--- src/rtl/game_pkg.sv ---
// Shared definitions for the game FSM <-> player executor instruction bus.
package game_pkg;

    localparam logic [3:0] OP_HPY = 4'd1;
    localparam logic [3:0] OP_DPY = 4'd2;
    localparam logic [3:0] OP_IDG = 4'd3;
    localparam logic [3:0] OP_SDG = 4'd4;
    localparam logic [3:0] OP_MOV = 4'd5;
    localparam logic [3:0] OP_SHP = 4'd6;

    localparam logic [1:0] DIR_UP    = 2'd0;
    localparam logic [1:0] DIR_LEFT  = 2'd1;
    localparam logic [1:0] DIR_DOWN  = 2'd2;
    localparam logic [1:0] DIR_RIGHT = 2'd3;

    typedef struct packed {
        logic [3:0] op;
        logic [7:0] arg;
        logic [3:0] pad;
    } instr_t;

    // Ops that are qualified by a startDmg rising edge and acknowledged.
    function automatic logic is_dmg_class(input logic [3:0] op);
        return (op == OP_HPY) || (op == OP_DPY) || (op == OP_IDG) ||
               (op == OP_SDG) || (op == OP_SHP);
    endfunction

endpackage

--- src/rtl/player_mover.sv ---
// Player position registers with repeat-step divider and dodge-box clamping.
module player_mover
    import game_pkg::*;
#(
    parameter int X_MIN    = 220,
    parameter int X_MAX    = 420,
    parameter int Y_MIN    = 240,
    parameter int Y_MAX    = 400,
    parameter int X_START  = 320,
    parameter int Y_START  = 320,
    parameter int MOVE_DIV = 250000
) (
    input  logic       clk,
    input  logic       rst_n,
    input  logic       i_en,
    input  logic [1:0] i_dir,
    output logic [9:0] o_x,
    output logic [9:0] o_y
);

    localparam int CNT_W = (MOVE_DIV > 1) ? $clog2(MOVE_DIV) : 1;

    logic [CNT_W-1:0] r_cnt;
    logic [9:0]       r_x;
    logic [9:0]       r_y;
    logic             w_step;

    // A step lands on the first enabled cycle and then each time the divider wraps.
    assign w_step = i_en && (r_cnt == '0);

    always_ff @(posedge clk) begin
        if (!rst_n) begin
            r_cnt <= '0;
            r_x   <= 10'(X_START);
            r_y   <= 10'(Y_START);
        end else begin
            if (!i_en)
                r_cnt <= '0;
            else if (r_cnt == CNT_W'(MOVE_DIV - 1))
                r_cnt <= '0;
            else
                r_cnt <= r_cnt + 1'b1;

            if (w_step) begin
                case (i_dir)
                    DIR_UP:    if (r_y > 10'(Y_MIN)) r_y <= r_y - 1'b1;
                    DIR_LEFT:  if (r_x > 10'(X_MIN)) r_x <= r_x - 1'b1;
                    DIR_DOWN:  if (r_y < 10'(Y_MAX)) r_y <= r_y + 1'b1;
                    DIR_RIGHT: if (r_x < 10'(X_MAX)) r_x <= r_x + 1'b1;
                endcase
            end
        end
    end

    assign o_x = r_x;
    assign o_y = r_y;

endmodule

--- src/rtl/player_executor.sv ---
// Decodes player instructions from the game FSM; owns HP, immunity and death state.
module player_executor
    import game_pkg::*;
#(
    parameter int MAX_HP       = 100,
    parameter int X_MIN        = 220,
    parameter int X_MAX        = 420,
    parameter int Y_MIN        = 240,
    parameter int Y_MAX        = 400,
    parameter int X_START      = 320,
    parameter int Y_START      = 320,
    parameter int MOVE_DIV     = 250000,
    parameter int INVUL_CYCLES = 25000000
) (
    input  logic        clk,
    input  logic        rst_n,
    input  logic [15:0] playerInstruction,
    input  logic        isMove,
    input  logic        startDmg,
    output logic [9:0]  playerX,
    output logic [9:0]  playerY,
    output logic [7:0]  playerHP,
    output logic        isDeath,
    output logic        invul,
    output logic        dmgAck
);

    localparam int TMR_W = $clog2(INVUL_CYCLES + 1);

    logic             r_start_q;
    logic             r_sticky;
    logic             r_death;
    logic             r_ack;
    logic [7:0]       r_hp;
    logic [TMR_W-1:0] r_timer;

    logic [3:0] w_op;
    logic [7:0] w_arg;
    logic [3:0] w_unused_pad;
    logic       w_edge;
    logic       w_invul;
    logic       w_dpy_hit;
    logic       w_move_en;
    logic [8:0] w_heal;
    logic [7:0] w_hp_next;

    assign {w_op, w_arg, w_unused_pad} = playerInstruction;
    assign w_edge    = startDmg && !r_start_q;
    assign w_invul   = r_sticky || (r_timer != '0);
    assign w_move_en = isMove && (w_op == OP_MOV) && !r_death;
    assign w_heal    = {1'b0, r_hp} + {1'b0, w_arg};

    always_comb begin
        w_hp_next = r_hp;
        w_dpy_hit = 1'b0;
        if (w_edge) begin
            case (w_op)
                OP_HPY: if (!r_death)
                    w_hp_next = (w_heal > 9'(MAX_HP)) ? 8'(MAX_HP) : w_heal[7:0];
                OP_DPY: if (!r_death && !w_invul && (w_arg != 8'd0)) begin
                    w_dpy_hit = 1'b1;
                    w_hp_next = (w_arg >= r_hp) ? 8'd0 : r_hp - w_arg;
                end
                OP_SHP: w_hp_next = (w_arg > 8'(MAX_HP)) ? 8'(MAX_HP) : w_arg;
                default: ;
            endcase
        end
    end

    always_ff @(posedge clk) begin
        if (!rst_n) begin
            r_start_q <= 1'b0;
            r_sticky  <= 1'b0;
            r_death   <= 1'b0;
            r_ack     <= 1'b0;
            r_hp      <= 8'(MAX_HP);
            r_timer   <= '0;
        end else begin
            r_start_q <= startDmg;
            r_hp      <= w_hp_next;
            // While dead only SHP can move HP, so tracking HP==0 gives the sticky behaviour.
            r_death   <= (w_hp_next == 8'd0);
            r_ack     <= w_edge && is_dmg_class(w_op);

            if (w_dpy_hit)
                r_timer <= TMR_W'(INVUL_CYCLES);
            else if (r_timer != '0)
                r_timer <= r_timer - 1'b1;

            if (w_edge && (w_op == OP_IDG))
                r_sticky <= 1'b1;
            else if (w_edge && (w_op == OP_SDG))
                r_sticky <= 1'b0;
        end
    end

    player_mover #(
        .X_MIN    (X_MIN),
        .X_MAX    (X_MAX),
        .Y_MIN    (Y_MIN),
        .Y_MAX    (Y_MAX),
        .X_START  (X_START),
        .Y_START  (Y_START),
        .MOVE_DIV (MOVE_DIV)
    ) u_mover (
        .clk   (clk),
        .rst_n (rst_n),
        .i_en  (w_move_en),
        .i_dir (w_arg[1:0]),
        .o_x   (playerX),
        .o_y   (playerY)
    );

    assign playerHP = r_hp;
    assign isDeath  = r_death;
    assign invul    = w_invul;
    assign dmgAck   = r_ack;

endmodule
--- config.mk ---
export PLATFORM = sky130hd
export DESIGN_NAME = player_executor
export DESIGN_NICKNAME = d
export VERILOG_FILES = /design/src/rtl/game_pkg.sv /design/src/rtl/player_mover.sv /design/src/rtl/player_executor.sv
export SDC_FILE = /design/constraint.sdc
export NUM_CORES = 1
export LEC_CHECK = 0
export CAP_MARGIN = 20
export CORE_MARGIN = 4
export CORE_UTILIZATION = 40
export DETAILED_ROUTE_END_ITERATION = 12
export HOLD_SLACK_MARGIN = 0.05
export SYNTH_ARGS = -nofsm -noshare
export SYNTH_HDL_FRONTEND = slang
export SYNTH_HIERARCHICAL = 1
export SYNTH_SLANG_ARGS = --single-unit
--- constraint.sdc ---
create_clock -name clk -period 3.2 [get_ports clk]
set_input_delay 0.8 -clock clk [delete_from_list [all_inputs] [get_ports clk]]
set_output_delay 0.8 -clock clk [all_outputs]
set_load 0.02 [all_outputs]
# Word-level counts from Yosys, hierarchy flattened
# Cells that the tools add are included.
[op_classes] magnitude_cmp=7 n_eq_ne=14 bitwise=2 muxes=20 reduce_logical=30 addsub=8
[ops] op="25-bit two-way mux" n=2
[ops] op="8-bit two-way mux" n=6
[ops] op="10-bit two-way mux" n=4
[ops] op="10-bit one-hot mux with 2 select lines" n=2
[ops] op="25-bit nonzero test" n=1
[ops] op="25-bit by 1-bit subtractor with 25-bit output, second input constant" n=1
[ops] op="8-bit one-hot mux with 3 select lines" n=1
[ops] op="10-bit by 1-bit adder with 10-bit output, second input constant" n=2
[ops] op="10-bit by 8-bit greater-than comparator with 1-bit output, second input constant" n=2
[ops] op="10-bit by 9-bit less-than comparator with 1-bit output, second input constant" n=2
[ops] op="10-bit by 1-bit subtractor with 10-bit output, second input constant" n=2
[ops] op="18-bit by 1-bit adder with 18-bit output, second input constant" n=1
[ops] op="18-bit == test, second input constant" n=1
[ops] op="18-bit zero test" n=1
[ops] op="4-bit by 3-bit == test with 1-bit output, second input constant" n=3
[ops] op="8-bit by 8-bit adder with 9-bit output" n=1
[ops] op="9-bit by 7-bit greater-than comparator with 1-bit output, second input constant" n=1
[ops] op="1-bit logical AND" n=9
[ops] op="4-bit by 2-bit == test with 1-bit output, second input constant" n=2
[ops] op="8-bit >= comparator" n=1
[ops] op="8-bit by 7-bit greater-than comparator with 1-bit output, second input constant" n=1
[ops] op="8-bit zero test" n=1
[ops] op="2-bit by 1-bit != test with 1-bit output, second input constant" n=4
[ops] op="4-bit AND reduction" n=2
[ops] op="13 further kinds" n=28
[totals] regBits=75 out_inout_bits=31

# Longest topological paths before layout
[logic_depth] depth_word=9 ltp_mapped=12 depth_no_buf=12

# Modules after synthesis
# The synthesis kept the hierarchy.
[by_module_without_submodules] module="player_executor" instances=1 cells_per_inst=346 seq_area_each_um2=740.7 area_each_um2=2875.3
[by_module_without_submodules] module="player_mover" instances=1 cells_per_inst=284 seq_area_each_um2=760.7 area_each_um2=2412.3

# Least setup slack after synthesis
# OpenSTA, ideal clock, no wires.
[synth_timing] path_kind="input to register" from="input port playerInstruction[4]" to="register r_death (netlist: isDeath)" stages=11 setup_ps=88 slack_ps=93 path_buffers=0 arrival_time_ps=3019 required_time_ps=3112 cell_sequence="ha_1 > inv_1 > fa_1 > or3_1 > and3_1 > xnor2_1 > a32oi_1 > a2111oi_0 > nor3_1 > o2111ai_1 > nor4_2"
[synth_via] elab_chain_len=7 elab_cells_between_ends=15 cone_classes="add/sub: 2; order compare: 3; mux: 7; reduce/logical: 3"
[synth_rtl] item="start, declared" line_no="player_executor.sv:17" text="input logic [15:0] playerInstruction,"
[synth_rtl] item="8-bit by 8-bit adder with 9-bit output" line_no="player_executor.sv:51" text="assign w_heal = {1'b0, r_hp} + {1'b0, w_arg};"
[synth_rtl] item="9-bit by 7-bit greater-than comparator with 1-bit output" line_no="player_executor.sv:59" text="w_hp_next = (w_heal > 9'(MAX_HP)) ? 8'(MAX_HP) : w_heal[7:0];"
[synth_rtl] item="8-bit two-way mux" line_no="player_executor.sv:59"
[synth_rtl] item="8-bit two-way mux" line_no="player_executor.sv:58" text="OP_HPY: if (!r_death)"
[synth_rtl] item="8-bit one-hot mux with 3 select lines *" line_no="player_executor.sv:57" text="case (w_op)"
[synth_rtl] item="8-bit two-way mux *" line_no="player_executor.sv:56" text="if (w_edge) begin"
[synth_rtl] item="8-bit zero test *" line_no="player_executor.sv:82" text="r_death <= (w_hp_next == 8'd0);"
[synth_rtl] item="end signal, assigned" line_no="player_executor.sv:82"
[synth_rtl] item="end, declared" line_no="player_executor.sv:32" text="logic r_death;"
# Mark *: on every way between the ends. The rest lies on a longest branch, timed or not.
# A chain may end at the register's enable or synchronous reset.

# Worst setup path after layout
# Ends and elaborated chain as after synthesis.

==> qor.yml <==
run_status:
  status: "finished clean"
route:
  vias: 5250
  drt-initial-drc-count: 309
  wl_per_cell_um: 15.6
  drt-total-wl_um: 15100
  via_per_inst: 5.42
  drc: 0
  first_pass_iters: 5
  antenna_left: 0
logic_synthesis:
  syn_area_per_cell_um2: 8.39
  async_flop_share_pct: 0
  syn_inst: 630
  synth_seq_cells: 75
  synth_edf_count: 0
  yosysWarnings: 6
  synth_ff_type: "dfxtp_1"
  ys_seq_area_share_pct: 28.4
  synth_nets: 690
  ys_types: 74
  syn_area_um2: 5290
min_path:
  hold_depth: 1
  min_to: "u_mover/r_cnt[0]$_SDFF_PP0_"
  hold_class: "register to register"
  min_from: "u_mover/r_cnt[0]$_SDFF_PP0_"
grt:
  grt_pass1_vias: 5151
  grt.total_usage_pct: 20.0
  grt_pass1_wl_um: 24400
  overflow: 0
  grt_max_degree: 19
  antenna_found_initial: 1
final_layout:
  drive_gt1_share_pct: 25.7
  synthToLayoutAreaGrowth_pct: 38.6
  nets: 852
  multi_input_area_um2: 3820
  antennaDiodeCount: 0
  regArea_um2: 1500
  num-fill-cells: 1146
  final_common_cell: "buf_4"
  final_cell_mix: "117 x buf_4, 75 x dfxtp_1, 64 x nor2_1, 40 x nand2_1"
  stdcell_count: 969
timing:
  slew_violations: 0
  fin_crit_ns: 3.11
  finalCritPeriodShare_pct: 97.3
  slew_headroom_pct: 58.0
  clock.fmax_ghz: 0.321
  tightest_slew_ns: 0.625
  finClkSkew_ns: 0.00715
  setup_violations: 0
  hold_violations: 0
clock_tree:
  cts_sinks: 75
  cts_max_path_buffers: 2
  clkTransAtPathRegs_ns: 0.06
  root_buffer: "clkbuf_16"
  clk_latency_ns: 0.33
  cts_tree: "yes"
  htree_levels: 3
  cts_made_buffers: 9
place:
  post-place-cells: 939
  hpwl_um: 11300
  finalWeightedCongestion: 0.875
  portBuffers: 46
worst_setup_path:
  rr_endpoint: "isDeath$_SDFF_PN0_"
  regToRegSetupSlack_ns: 0.44
  ff2ff_path_depth: 13
  critPathLaunch: "playerInstruction[4]"
  start_kind: "input pin"
  cp-end-kind: "register"
  cp.required_ns: 3.44
  crit_fanout: 4
  reg2reg_from: "playerHP[0]$_SDFF_PN0_"
  crit_type: "input pin to register"
  max_stage_delay_ns: 0.35
  cp_slowest_cell: "or3_4"
  worstPathArrival_ns: 3.36
  worstPathCellList: "dlygate4sd2_1 > ha_2 > inv_1 > fa_2 > or3_4 > and3_4 > xnor2_4 > a32oi_4 > a2111oi_2 > a211oi_2 > nand4_1 > nor4_2"
floorplanning:
  fp.dieH_um: 123
  die_w_um: 123
  io_pins: 51
  core_area_um2: 12800
  initial_core_util_pct: 41.4
  rows: 41
  die-area_um2: 15100
power_and_ir_drop:
  p_sw_share_pct: 33.1
  combinationalPowerShare_pct: 35.1
  peakVddDrop_v: 0.000195
  p_leak_uw: 0.00295
  p_per_area_nw_per_um2: 433
  seqPwrFrac_pct: 35.5
  total_power_uw: 3170
  power.switching_uw: 1050
  clockPowerShare_pct: 29.3
  p_int_uw: 2120
job:
  maxCapViolations: 0
[metal layers]
layer	vias to the layer above	track usage, %	part of all wire, %
met5	-	0	0.086
met4	2	5.88	1.6
met3	26	4.62	4.3
met2	133	34.1	48
met1	2484	25.2	46
li1	2605	-	-
[worst max path at each step]
stage,end,slack (ns),depth (start not counted)
2_1_floorplan,isDeath$_SDFF_PN0_,0.09,11
5_1_grt,isDeath$_SDFF_PN0_,-0.02,13
4_1_cts,isDeath$_SDFF_PN0_,-0.009,12
3_5_place_dp,isDeath$_SDFF_PN0_,-0.73,13
6_report,isDeath$_SDFF_PN0_,0.09,12
3_3_place_gp,isDeath$_SDFF_PN0_,-0.71,13
[cell type report]
cell class,count,share of cell area (%)
multi-input combinational,505,52.1
sequential,75,20.5
timing repair buffer,167,19.0
clock buffer,12,3.36
tap,172,2.94
inverter,34,1.74
clock inverter,4,0.359
[Yosys cell counts (3+ instances only)]
master     count  share of area, %
nor2b_1       12               1.4
and3_1         9               1.1
and2_1         6              0.71
a211o_1        4              0.66
xor2_1        15               2.5
and2b_1        4              0.57
mux2i_1        8               1.5
a211oi_1      10               1.4
a21boi_0       3              0.43
a31oi_1        5              0.59
nand3_1       19               1.8
a21o_1         7              0.99
o21bai_1       3              0.43
nand2b_1      12               1.4
a22oi_1        5              0.71
o31ai_1        3              0.43
nor4_2         3              0.71
o2111ai_1      3              0.50
nand4_1       11               1.3
o21ai_0       22               2.1
o21a_1        12               1.7
fa_1           4               1.5
xnor2_1       40               6.6
or3_1          9               1.1
buf_2          5              0.47
nor3_1        19               1.8
nor2_1        64               4.5
ha_1          36               8.5
nand2_1       40               2.8
dfxtp_1       75                28
nand3_2        3              0.57
or2_2          4              0.47
o211ai_1      11               1.6
a21oi_1       37               3.5
inv_1         34               2.4
buf_6          3              0.64
nor4_1        15               1.8
clkbuf_1       6              0.43
[flip-flops by register name (all words and copies together), names as in the netlist]
signal         flops
u_mover/r_cnt     18
isDeath            1
r_sticky           1
u_mover/o_y       10
dmgAck             1
r_timer           25
playerHP           8
r_start_q          1
u_mover/o_x       10
[worst max-delay path: cells and delay by family]
kind / cells / cell delay [ns]
AND/OR/NAND/NOR: 4 / 0.92
buffers and inverters: 2 / 0.29
AO/OA/AOI/OAI: 3 / 0.65
XOR/XNOR: 1 / 0.15
adder cells (fa/ha/maj): 2 / 0.53
[power by group through the flow]
stage | Sequential [uW] | Combinational (uW) | Clock (uW)
2_1_floorplan | 1120 | 759 | 0
3_3_place_gp | 1130 | 1020 | 0
3_5_place_dp | 1140 | 1040 | 0
4_1_cts | 1120 | 1090 | 955
5_1_grt | 1140 | 1230 | 993
6_report | 1130 | 1110 | 930
[cell families after synthesis]
family / after synthesis / synth area share, %
flops: 75 / 28.4
simple gates: 249 / 26.1
mux: 9 / 1.73
xor+xnor: 55 / 9.11
buf+inv: 50 / 4.24
fa+ha+maj: 40 / 10.0
compound gates: 152 / 20.4
[stage by stage]
step	util (%)	TNS (ns)	hold slack, ns	area, um^2	worst slack (ns)
3_5_place_dp	52.2	-6.97	0.472	6670	-0.727
2_1_floorplan	-	0	0.441	5290	0.0934
3_3_place_gp	52.2	-6.19	0.458	6670	-0.709
6_report	57.4	0	0.479	7330	0.0857
4_1_cts	56.0	-0.00942	0.480	7160	-0.00942
5_1_grt	57.4	-0.0221	0.494	7330	-0.0221
[repair_timing]
item,in CTS,in global routing
setup buffers,3,10
resized for setup,40,23
pin swaps,19,16
hold buffers,0,0
endpoints found under the setup margin,11,6
hold endpoints to repair,0,0
Note: power is estimated with default switching activity, not from simulation.
